--- config.mk ---
export PLATFORM = sky130hd
export DESIGN_NAME = ram_uart_dump_flat
export DESIGN_NICKNAME = d
export VERILOG_FILES = /design/src/rtl/ram_uart_dump_pkg.sv /design/src/rtl/ram_uart_dump_if.sv /design/src/rtl/ram_uart_dump_tx_byte.sv /design/src/rtl/ram_uart_dump.sv /design/src/flat_wrapper.sv
export SDC_FILE = /design/constraint.sdc
export NUM_CORES = 1
export LEC_CHECK = 0
export CAP_MARGIN = 30
export CORE_ASPECT_RATIO = 0.8
export CORE_MARGIN = 1.5
export CORE_UTILIZATION = 45
export CTS_BUF_LIST = sky130_fd_sc_hd__clkbuf_2 sky130_fd_sc_hd__clkbuf_4 sky130_fd_sc_hd__clkbuf_8
export CTS_CLUSTER_DIAMETER = 50
export DETAILED_ROUTE_END_ITERATION = 10
export PLACE_DENSITY = 0.7
export SLEW_MARGIN = 20
export SYNTH_ARGS = -nofsm -noshare
export SYNTH_HDL_FRONTEND = slang
export SYNTH_SLANG_ARGS = --single-unit
--- constraint.sdc ---
create_clock -name clk -period 1.7 [get_ports clk]
set_input_delay 0.17 -clock clk [delete_from_list [all_inputs] [get_ports clk]]
set_output_delay 0.17 -clock clk [all_outputs]
set_load 0.005 [all_outputs]
--- src/rtl/ram_uart_dump_pkg.sv ---
// Shared types and constants for the RAM-window UART dumper.
// The optional checksum trailer is enabled by defining RAM_UART_DUMP_CHECKSUM_EN.
package ram_uart_dump_pkg;

  typedef enum logic [2:0] {
    IDLE,
    FETCH,
    START_BIT,
    DATA_BITS,
    STOP_BIT,
    CSUM,
    DONE
  } state_e;

  localparam int unsigned BYTES_PER_WORD   = 4;
  localparam int unsigned BITS_PER_FRAME   = 10;
  localparam int unsigned DEF_ADDR_W       = 10;
  localparam int unsigned DEF_CLKS_PER_BIT = 868;

  // Frame positions: 0 = start bit, 1..8 = data bits, 9 = stop bit.
  localparam logic [3:0] LAST_DATA_POS = 4'(BITS_PER_FRAME - 2);
  localparam logic [3:0] STOP_POS      = 4'(BITS_PER_FRAME - 1);

  // Byte idx of a word, most significant byte first.
  function automatic logic [7:0] word_byte(input logic [31:0] w, input logic [1:0] idx);
    logic [7:0] b;
    case (idx)
      2'd0:    b = w[31:24];
      2'd1:    b = w[23:16];
      2'd2:    b = w[15:8];
      default: b = w[7:0];
    endcase
    return b;
  endfunction

endpackage

--- src/rtl/ram_uart_dump_if.sv ---
// Command/status and RAM display-port bundle between the host logic and ram_uart_dump.
// Shared by both builds (RAM_UART_DUMP_CHECKSUM_EN defined or not).
interface ram_uart_dump_if #(
  parameter int unsigned ADDR_W = ram_uart_dump_pkg::DEF_ADDR_W
);
  logic              start;
  logic [ADDR_W-1:0] start_addr;
  logic [ADDR_W:0]   word_count;
  logic [ADDR_W-1:0] ram_display_addr;
  logic [31:0]       ram_display_data_out;
  logic              busy;
  logic              done;
  logic [ADDR_W:0]   words_sent;

  modport master (
    output start, start_addr, word_count, ram_display_data_out,
    input  ram_display_addr, busy, done, words_sent
  );

  modport slave (
    input  start, start_addr, word_count, ram_display_data_out,
    output ram_display_addr, busy, done, words_sent
  );
endinterface

--- src/rtl/ram_uart_dump_tx_byte.sv ---
// 8N1 byte serialiser: owns the baud and bit counters, flags the last cycle of each bit.
// Unaffected by RAM_UART_DUMP_CHECKSUM_EN.
module uart_tx_byte
  import ram_uart_dump_pkg::*;
#(
  parameter int unsigned CLKS_PER_BIT = DEF_CLKS_PER_BIT
) (
  input  logic       clk,
  input  logic       rst,
  input  logic       load,
  input  logic [7:0] data,
  output logic       tx,
  output logic       bit_end,
  output logic [3:0] bit_pos,
  output logic       byte_done
);
  localparam int unsigned BAUD_W = $clog2(CLKS_PER_BIT);
  localparam logic [BAUD_W-1:0] BAUD_LAST = BAUD_W'(CLKS_PER_BIT - 1);
  localparam logic [BAUD_W-1:0] BAUD_PRE  = BAUD_W'(CLKS_PER_BIT - 2);

  logic              active;
  logic [BAUD_W-1:0] baud_cnt;
  logic [7:0]        shift;

  // bit_end/byte_done are registered so they are high during the final cycle of a bit,
  // letting the owner issue the next load on exactly the edge the bit ends.
  always_ff @(posedge clk or negedge rst) begin
    if (!rst) begin
      active    <= 1'b0;
      baud_cnt  <= '0;
      bit_pos   <= '0;
      shift     <= '0;
      tx        <= 1'b1;
      bit_end   <= 1'b0;
      byte_done <= 1'b0;
    end else if (load) begin
      active    <= 1'b1;
      baud_cnt  <= '0;
      bit_pos   <= '0;
      shift     <= data;
      tx        <= 1'b0;
      bit_end   <= 1'b0;
      byte_done <= 1'b0;
    end else if (active) begin
      bit_end   <= (baud_cnt == BAUD_PRE);
      byte_done <= (baud_cnt == BAUD_PRE) && (bit_pos == STOP_POS);
      if (baud_cnt == BAUD_LAST) begin
        baud_cnt <= '0;
        if (bit_pos == STOP_POS) begin
          active  <= 1'b0;
          bit_pos <= '0;
          tx      <= 1'b1;
        end else begin
          bit_pos <= bit_pos + 4'd1;
          tx      <= (bit_pos == LAST_DATA_POS) ? 1'b1 : shift[bit_pos[2:0]];
        end
      end else begin
        baud_cnt <= baud_cnt + BAUD_W'(1);
      end
    end else begin
      bit_end   <= 1'b0;
      byte_done <= 1'b0;
    end
  end

endmodule

--- src/rtl/ram_uart_dump.sv ---
// Walks a RAM window through the display port and ships each word MSB byte first over UART 8N1.
// Define RAM_UART_DUMP_CHECKSUM_EN to append an XOR checksum byte after the last word.
module ram_uart_dump
  import ram_uart_dump_pkg::*;
#(
  parameter int unsigned CLKS_PER_BIT = DEF_CLKS_PER_BIT,
  parameter int unsigned ADDR_W       = DEF_ADDR_W
) (
  input  logic          clk,
  input  logic          rst,
  ram_uart_dump_if.slave bus,
  output logic          tx
);
  localparam int unsigned CW = ADDR_W + 1;
  localparam logic [1:0] LAST_BYTE = 2'(BYTES_PER_WORD - 1);

  state_e            state;
  logic              start_q;
  logic [ADDR_W-1:0] addr_q;
  logic [CW-1:0]     count_q;
  logic [ADDR_W-1:0] addr;
  logic [CW-1:0]     remaining;
  logic [31:0]       word_reg;
  logic [1:0]        byte_idx;
  logic [CW-1:0]     words_sent;
  logic              busy;
  logic              done;
`ifdef RAM_UART_DUMP_CHECKSUM_EN
  logic [7:0]        csum;
`endif

  logic       load_c;
  logic [7:0] byte_c;
  logic       bit_end;
  logic [3:0] bit_pos;
  logic       byte_done;

  assign bus.ram_display_addr = addr;
  assign bus.busy             = busy;
  assign bus.done             = done;
  assign bus.words_sent       = words_sent;

  uart_tx_byte #(.CLKS_PER_BIT(CLKS_PER_BIT)) u_tx (
    .clk       (clk),
    .rst       (rst),
    .load      (load_c),
    .data      (byte_c),
    .tx        (tx),
    .bit_end   (bit_end),
    .bit_pos   (bit_pos),
    .byte_done (byte_done)
  );

  // Next-byte select: loads coincide with the edge ending the previous stop bit.
  always_comb begin
    load_c = 1'b0;
    byte_c = 8'h00;
    case (state)
      FETCH: begin
        load_c = 1'b1;
        byte_c = bus.ram_display_data_out[31:24];
      end
      STOP_BIT: begin
        if (byte_done && (byte_idx != LAST_BYTE)) begin
          load_c = 1'b1;
          byte_c = word_byte(word_reg, byte_idx + 2'd1);
        end
`ifdef RAM_UART_DUMP_CHECKSUM_EN
        else if (byte_done && (remaining == CW'(1))) begin
          load_c = 1'b1;
          byte_c = csum;
        end
`endif
      end
`ifdef RAM_UART_DUMP_CHECKSUM_EN
      IDLE: begin
        if (start_q && (count_q == '0)) begin
          load_c = 1'b1;
          byte_c = 8'h00;
        end
      end
`endif
      default: ;
    endcase
  end

  // start/start_addr/word_count are captured only while idle, so a busy or DONE-cycle start is dropped.
  always_ff @(posedge clk or negedge rst) begin
    if (!rst) begin
      state      <= IDLE;
      start_q    <= 1'b0;
      addr_q     <= '0;
      count_q    <= '0;
      addr       <= '0;
      remaining  <= '0;
      word_reg   <= '0;
      byte_idx   <= '0;
      words_sent <= '0;
      busy       <= 1'b0;
      done       <= 1'b0;
`ifdef RAM_UART_DUMP_CHECKSUM_EN
      csum       <= '0;
`endif
    end else begin
      start_q <= bus.start && (state == IDLE) && !start_q;
      if (bus.start && (state == IDLE) && !start_q) begin
        addr_q  <= bus.start_addr;
        count_q <= bus.word_count;
      end
      done <= 1'b0;

      case (state)
        IDLE: begin
          if (start_q) begin
            addr       <= addr_q;
            remaining  <= count_q;
            words_sent <= '0;
            busy       <= 1'b1;
`ifdef RAM_UART_DUMP_CHECKSUM_EN
            csum       <= '0;
            state      <= (count_q == '0) ? CSUM : FETCH;
`else
            if (count_q == '0) begin
              state <= DONE;
              done  <= 1'b1;
            end else begin
              state <= FETCH;
            end
`endif
          end
        end
        FETCH: begin
          word_reg <= bus.ram_display_data_out;
          byte_idx <= '0;
          state    <= START_BIT;
`ifdef RAM_UART_DUMP_CHECKSUM_EN
          csum     <= csum ^ byte_c;
`endif
        end
        START_BIT: begin
          if (bit_end) state <= DATA_BITS;
        end
        DATA_BITS: begin
          if (bit_end && (bit_pos == LAST_DATA_POS)) state <= STOP_BIT;
        end
        STOP_BIT: begin
          if (byte_done) begin
            if (byte_idx != LAST_BYTE) begin
              byte_idx <= byte_idx + 2'd1;
              state    <= START_BIT;
`ifdef RAM_UART_DUMP_CHECKSUM_EN
              csum     <= csum ^ byte_c;
`endif
            end else begin
              words_sent <= words_sent + CW'(1);
              remaining  <= remaining - CW'(1);
              addr       <= addr + ADDR_W'(1);
              if (remaining == CW'(1)) begin
`ifdef RAM_UART_DUMP_CHECKSUM_EN
                state <= CSUM;
`else
                state <= DONE;
                done  <= 1'b1;
`endif
              end else begin
                state <= FETCH;
              end
            end
          end
        end
        CSUM: begin
          if (byte_done) begin
            state <= DONE;
            done  <= 1'b1;
          end
        end
        DONE: begin
          busy  <= 1'b0;
          state <= IDLE;
        end
        default: state <= IDLE;
      endcase
    end
  end

endmodule
--- src/flat_wrapper.sv ---
// flat-port wrapper written by rule: the top's interface ports become plain ports
module ram_uart_dump_flat import ram_uart_dump_pkg::*;
#(
  parameter int unsigned CLKS_PER_BIT = DEF_CLKS_PER_BIT,
  parameter int unsigned ADDR_W       = DEF_ADDR_W
)
  (clk, rst, tx, bus_start, bus_start_addr, bus_word_count, bus_ram_display_data_out, bus_ram_display_addr, bus_busy, bus_done, bus_words_sent);
  ram_uart_dump_if #(.ADDR_W(ADDR_W)) bus_i ();
  input  logic clk;
  input  logic rst;
  output logic tx;
  input wire logic [$bits(bus_i.start)-1:0] bus_start;
  input wire logic [$bits(bus_i.start_addr)-1:0] bus_start_addr;
  input wire logic [$bits(bus_i.word_count)-1:0] bus_word_count;
  input wire logic [$bits(bus_i.ram_display_data_out)-1:0] bus_ram_display_data_out;
  output wire logic [$bits(bus_i.ram_display_addr)-1:0] bus_ram_display_addr;
  output wire logic [$bits(bus_i.busy)-1:0] bus_busy;
  output wire logic [$bits(bus_i.done)-1:0] bus_done;
  output wire logic [$bits(bus_i.words_sent)-1:0] bus_words_sent;
  assign bus_i.start = bus_start;
  assign bus_i.start_addr = bus_start_addr;
  assign bus_i.word_count = bus_word_count;
  assign bus_i.ram_display_data_out = bus_ram_display_data_out;
  assign bus_ram_display_addr = bus_i.ram_display_addr;
  assign bus_busy = bus_i.busy;
  assign bus_done = bus_i.done;
  assign bus_words_sent = bus_i.words_sent;
  ram_uart_dump #(.CLKS_PER_BIT(CLKS_PER_BIT), .ADDR_W(ADDR_W)) u_core (.clk(clk), .rst(rst), .bus(bus_i), .tx(tx));
endmodule
[After elaboration in Yosys (flattened, before gate mapping)]
Index checks and enable logic that the tools add are counted.
Operators by class
  add/subtract/negate cells: 6
  $lt $le $gt $ge: 1
  equal/unequal tests: 21
  mux-type cells: 60
  reduce and logical (&&, ||, !) cells: 19
Operators by type and width (count)
  11-bit two-way mux: 6
  10-bit two-way mux: 6
  11-bit case mux with 2 select lines: 2
  3-bit two-way mux: 8
  8-bit case mux with 3 select lines: 1
  1-bit two-way mux: 22
  10-bit by 1-bit adder with 10-bit output, second input constant: 2
  10-bit == test, second input constant: 2
  10-bit case mux with 2 select lines: 1
  3-bit case mux with 6 select lines: 1
  4-bit two-way mux: 4
  8-bit case mux with 2 select lines: 1
  11-bit by 1-bit adder with 11-bit output, second input constant: 1
  11-bit by 1-bit == test with 1-bit output, second input constant: 1
  11-bit logical NOT: 1
  11-bit by 1-bit subtractor with 11-bit output, second input constant: 1
  2-bit inequality test, second input constant: 5
  2-bit nonzero test: 5
  3-bit == test, second input constant: 3
  4-bit == test, second input constant: 2
  8-bit two-way mux: 1
  3-bit by 2-bit == test with 1-bit output, second input constant: 2
  2-bit by 1-bit inequality test with 1-bit output, second input constant: 3
  1-bit logical AND: 5
  18 further kinds: 21
Storage, ports and cells
  register bits after elaboration: 119
  input port bits: 56
  output and inout bits: 24
  logic and storage cells: 125

[Depth between registers and ports, before layout]
  depth after elaboration: 7
  depth in mapped cells: 7
  mapped depth without buffers: 7

[By module]
Synthesis repeated with hierarchy kept, for this count alone.
Unflattened totals
  cell total of the unflattened synthesis: 620
  area total of the unflattened synthesis: 5954.5 sq um
By module, submodules not included
  ram_uart_dump: times used 1, cells an instance 504, area each 4670.7 sq um, seq. area each 2327.2 sq um
  uart_tx_byte: times used 1, cells an instance 116, area each 1283.7 sq um, seq. area each 651.9 sq um

[Worst setup path before layout]
OpenSTA, ideal clock, no wires.
  kind: reg2reg
  from: reg u_core.byte_idx[0]
  to: reg u_core.u_tx.bit_pos[3]
  setup time: 126 ps
  arrival: 1743 ps
  setup slack: -169 ps
  cell stages (with the launch flop): 8
  period minus slack after synthesis: 1869 ps
  cell sequence: dfrtp_1 > ha_1 > nor4bb_1 > o21ba_2 > buf_2 > a31oi_1 > o21ai_1 > o31ai_1
Between the ends
  word-level cells in the longest chain between the ends: 6
  elaborated cells on any way between the ends: 8
  classes of those cells: eq/ne: 1; mux: 3; reduce/logical: 4
RTL lines
  from (decl): line ram_uart_dump.sv:24  | logic [1:0] byte_idx;
  from (signal assigned): line ram_uart_dump.sv:149  | byte_idx <= byte_idx + 2'd1;
  2-bit inequality test *: line ram_uart_dump.sv:64  | if (byte_done && (byte_idx != LAST_BYTE)) begin
  1-bit logical AND *: line ram_uart_dump.sv:64
  1-bit two-way mux *: line ram_uart_dump.sv:64
  1-bit case mux with 2 select lines *: line ram_uart_dump.sv:58  | case (state)
  2-bit nonzero test (no source line)
  2-bit AND reduction (no source line)
  to (signal assigned): line ram_uart_dump_tx_byte.sv:54  | bit_pos <= bit_pos + 4'd1;
  to (decl): line ram_uart_dump_tx_byte.sv:14  | output logic [3:0] bit_pos,
Mark *: on every way between the ends. The rest lies on a longest branch, timed or not.
A chain may end at the register's enable or synchronous reset.

[Final worst setup path]
  from: reg u_core.state[0]
  to: reg u_core.u_tx.baud_cnt[9]
Between the ends
  word-level cells in the longest chain between the ends: 3
  elaborated cells on any way between the ends: 5
  classes of those cells: eq/ne: 2; mux: 2; reduce/logical: 1
RTL lines
  from (decl): line ram_uart_dump.sv:17  | state_e state;
  from (signal assigned): line ram_uart_dump.sv:90  | state <= IDLE;
  from (signal assigned): line ram_uart_dump.sv:124  | state <= DONE;
  from (signal assigned): line ram_uart_dump.sv:127  | state <= FETCH;
  3-bit == test / 3-bit by 1-bit == test with 1-bit output (equally long branches): line ram_uart_dump.sv:58
  1-bit case mux with 2 select lines *: line ram_uart_dump.sv:58
  10-bit two-way mux / 2-bit nonzero test (equally long branches)
  to (signal assigned): line ram_uart_dump_tx_byte.sv:58  | baud_cnt <= baud_cnt + BAUD_W'(1);
  to (decl): line ram_uart_dump_tx_byte.sv:22  | logic [BAUD_W-1:0] baud_cnt;
Marks and branches as above.

==> flow_summary.toml <==
[run_status]
status = "finished, violations left"
violations = "negative setup slack"

[clock_network]
root_buffer = "clkbuf_8"
clk_pin_slew_ps = 80
htreeDepth = 4
cts_sinks = 119
numCtsBuffers = 17
cts_tree = "yes"
worstSkewPairLatency_ps = 450
cts_buffer_depth = 2

[grt]
grt_pass1_vias = 4929
grt_pass1_wl_mm = 24.6
grt_remaining_overflow = 0
track_usage = 0.223
grt_antenna_before_repair = 0
grt_max_degree = 61

[floorplan]
core.rowCount = 37
io_pins = 80
die_area_mm2 = 0.0138
die_h_um = 106
start_util = 0.461
die_w_um = 131
core-area_mm2 = 0.0128

[detailed_routing]
vias_per_cell = 5.62
drc_errors = 0
routedWlPerCell_um = 16.9
first_iter_violations = 416
drt_wl_total_mm = 15.8
dr.pass1.iters = 5
via_count = 5246
final_antenna_net_count = 0

[power]
power_frac_comb = 0.417
p_leak_nw = 3.50
switching_share = 0.384
p_per_area_mw_per_mm2 = 1550
peakVddDrop_uv = 936
switchingPower_mw = 4.89
power.share.clock = 0.192
p_int_mw = 7.84
p_seq_frac = 0.391
p_total_mw = 12.7

[final_layout]
final_cells = 934
n_antenna_cell = 0
final_nets = 816
largest_register_ffs = 32
final_common_cell = "dfrtp_1"
syn_to_final_growth_pct = 38.6
drive_gt1_frac = 0.256
fillers = 1023
layout_common_cells = "dfrtp_1, nand2_1, clkdlybuf4s50_1, buf_4, nor2_1"
final_util = 0.639

[timing]
whs_ps = 78.1
fin_ws_ps = -122
slew_violations = 0
finalSetupViolCount = 26
fmax_ghz = 0.549
final-hold-violation-count = 0
post-route-min-period_ps = 1820
finClkSkew_ps = 14.1
relSlewSlack = 0.690
post-route-period-util = 1.07
rsz0062_at_grt = "true"
worst_slew_pin_slew_ps = 465

[min_path]
min_path_type = "in2async"

[worst_setup_path]
critPathRequiredTime_ps = 2080
path_max_fanout = 7
critPathMaxStageDelay_ps = 500
crit_path_end_kind = "flip-flop"
timing.rr.start = "u_core.state[0]"
start_kind = "flip-flop"
r2r_slack_ps = -120
path_class = "reg2reg"
cp_top_family = "simple AND/OR/NAND/NOR gates"
crit_path_frequent_cell = "buf_4"
arrival_ps = 2200
crit_slowest_cell = "or4_1"
worstPathCellList = "buf_4, nor2b_1, o21ba_4, buf_4, or4_1, o21ai_1"
crit_buf_inv = 2
reg2reg_depth = 6
r2r-end = "u_core.u_tx.baud_cnt[9]"

[run]
cap_viol_max_count = 0

[synth]
synth_area_per_cell_um2 = 9.73
netlist_area_mm2 = 0.00592
synth.distinct_cells = 67
synth_fp_nets = 678
synth_cells = 608
ys_async_sr_fraction = 1.00
synth-seq-cells = 119
yosysWarningCount = 0
synth_edf_count = 0
yosysSeqAreaShare = 0.503
synth_ff_type = "dfrtp_1"

[placement]
io_buffers = 79
dp_hpwl_mm = 9.99
placed_cells = 873
gp_congestion = 0.893
## cell type report
type | instances | area [µm²] | area share
repair buffers | 155 | 1550 | 0.189
multi-input cells | 438 | 3020 | 0.368
well taps | 175 | 219 | 0.0267
clock buffers | 17 | 234 | 0.0285
flip-flops and latches | 119 | 2980 | 0.364
inverters | 15 | 58.8 | 0.00717
clock inverters | 15 | 133 | 0.0162
## kinds of logic (layout without fill, tap and decap cells)
| logic type | after synthesis | after routing | share of synthesized area |
|---|---|---|---|
| mux | 37 | 37 | 0.0738 |
| fa+ha+maj | 14 | 14 | 0.0296 |
| buf+inv | 51 | 202 | 0.0408 |
| flops | 119 | 119 | 0.503 |
| compound gates | 137 | 137 | 0.147 |
| simple gates | 237 | 237 | 0.186 |
| xor+xnor | 13 | 13 | 0.0192 |
## worst max-delay path by stage
stage	startpoint	end	slack (ps)	depth (start not counted)
global placement	u_core.remaining[1]	u_core.state[1]	-10	6
CTS	u_core.remaining[5]	u_core.remaining[9]	-40	5
detailed placement	u_core.remaining[1]	u_core.state[1]	-90	6
finish	u_core.state[0]	u_core.u_tx.baud_cnt[9]	-120	6
floorplan	u_core.byte_idx[0]	u_core.remaining[1]	0.7	7
global route	u_core.remaining[1]	u_core.bus.done	-170	7
## layer usage
layer,share of wire,up-vias,GRT usage
li1,-,2443,-
met1,0.45,2594,0.317
met2,0.47,185,0.341
met3,0.066,24,0.0447
met4,0.011,0,0.0762
met5,0,-,0
## cells in the mapped netlist, types with 3 or more instances
| cell | number | share of area |
|---|---|---|
| nor2_1 | 49 | 0.031 |
| ha_1 | 14 | 0.030 |
| nand2_1 | 107 | 0.068 |
| buf_2 | 11 | 0.0093 |
| o22ai_1 | 8 | 0.0085 |
| buf_6 | 3 | 0.0057 |
| nor4_1 | 7 | 0.0074 |
| xnor2_1 | 3 | 0.0044 |
| dfrtp_1 | 118 | 0.50 |
| a2bb2oi_1 | 4 | 0.0059 |
| mux2_2 | 16 | 0.030 |
| a211oi_1 | 3 | 0.0038 |
| clkbuf_1 | 19 | 0.012 |
| and2_1 | 3 | 0.0032 |
| nand2b_1 | 4 | 0.0042 |
| nand3_1 | 26 | 0.022 |
| a21oi_1 | 37 | 0.031 |
| inv_1 | 14 | 0.0089 |
| o21ai_1 | 17 | 0.014 |
| o21ai_0 | 25 | 0.021 |
| nor2b_1 | 6 | 0.0063 |
| nand4_1 | 4 | 0.0042 |
| a22oi_1 | 10 | 0.013 |
| a31oi_1 | 5 | 0.0053 |
| and3_1 | 5 | 0.0053 |
| a222oi_1 | 8 | 0.014 |
| mux2_1 | 17 | 0.032 |
| nor3_1 | 11 | 0.0093 |
| xor2_1 | 10 | 0.015 |
## repair_timing
item	in CTS	in global routing
gates cloned	0	5
setup endpoints to repair	47	64
setup buffers	4	19
hold buffers	1	0
hold endpoints to repair	118	0
pin swaps	4	30
resized for setup	18	61
## power by group through the flow
stage                     clock network, mW  logic [mW]  registers (mW)
after CTS                              2.49        4.55            4.88
after global placement                    0        4.24            4.86
final                                  2.45        5.31            4.98
after detailed placement                  0        4.41            4.91
after floorplan                           0        2.90            4.62
after global routing                   2.61        5.83            5.11
## metrics by stage
stage          cell area (µm²)  setup WS, ps  TNS [ps]
2_1_floorplan             5940         0.692         0
3_3_place_gp              7220         -14.4     -24.9
3_5_place_dp              7220         -90.2      -811
4_1_cts                   7700         -39.4      -102
5_1_grt                   8200          -173     -3780
6_report                  8200          -122      -814
Power figures use the tool's default switching activity.
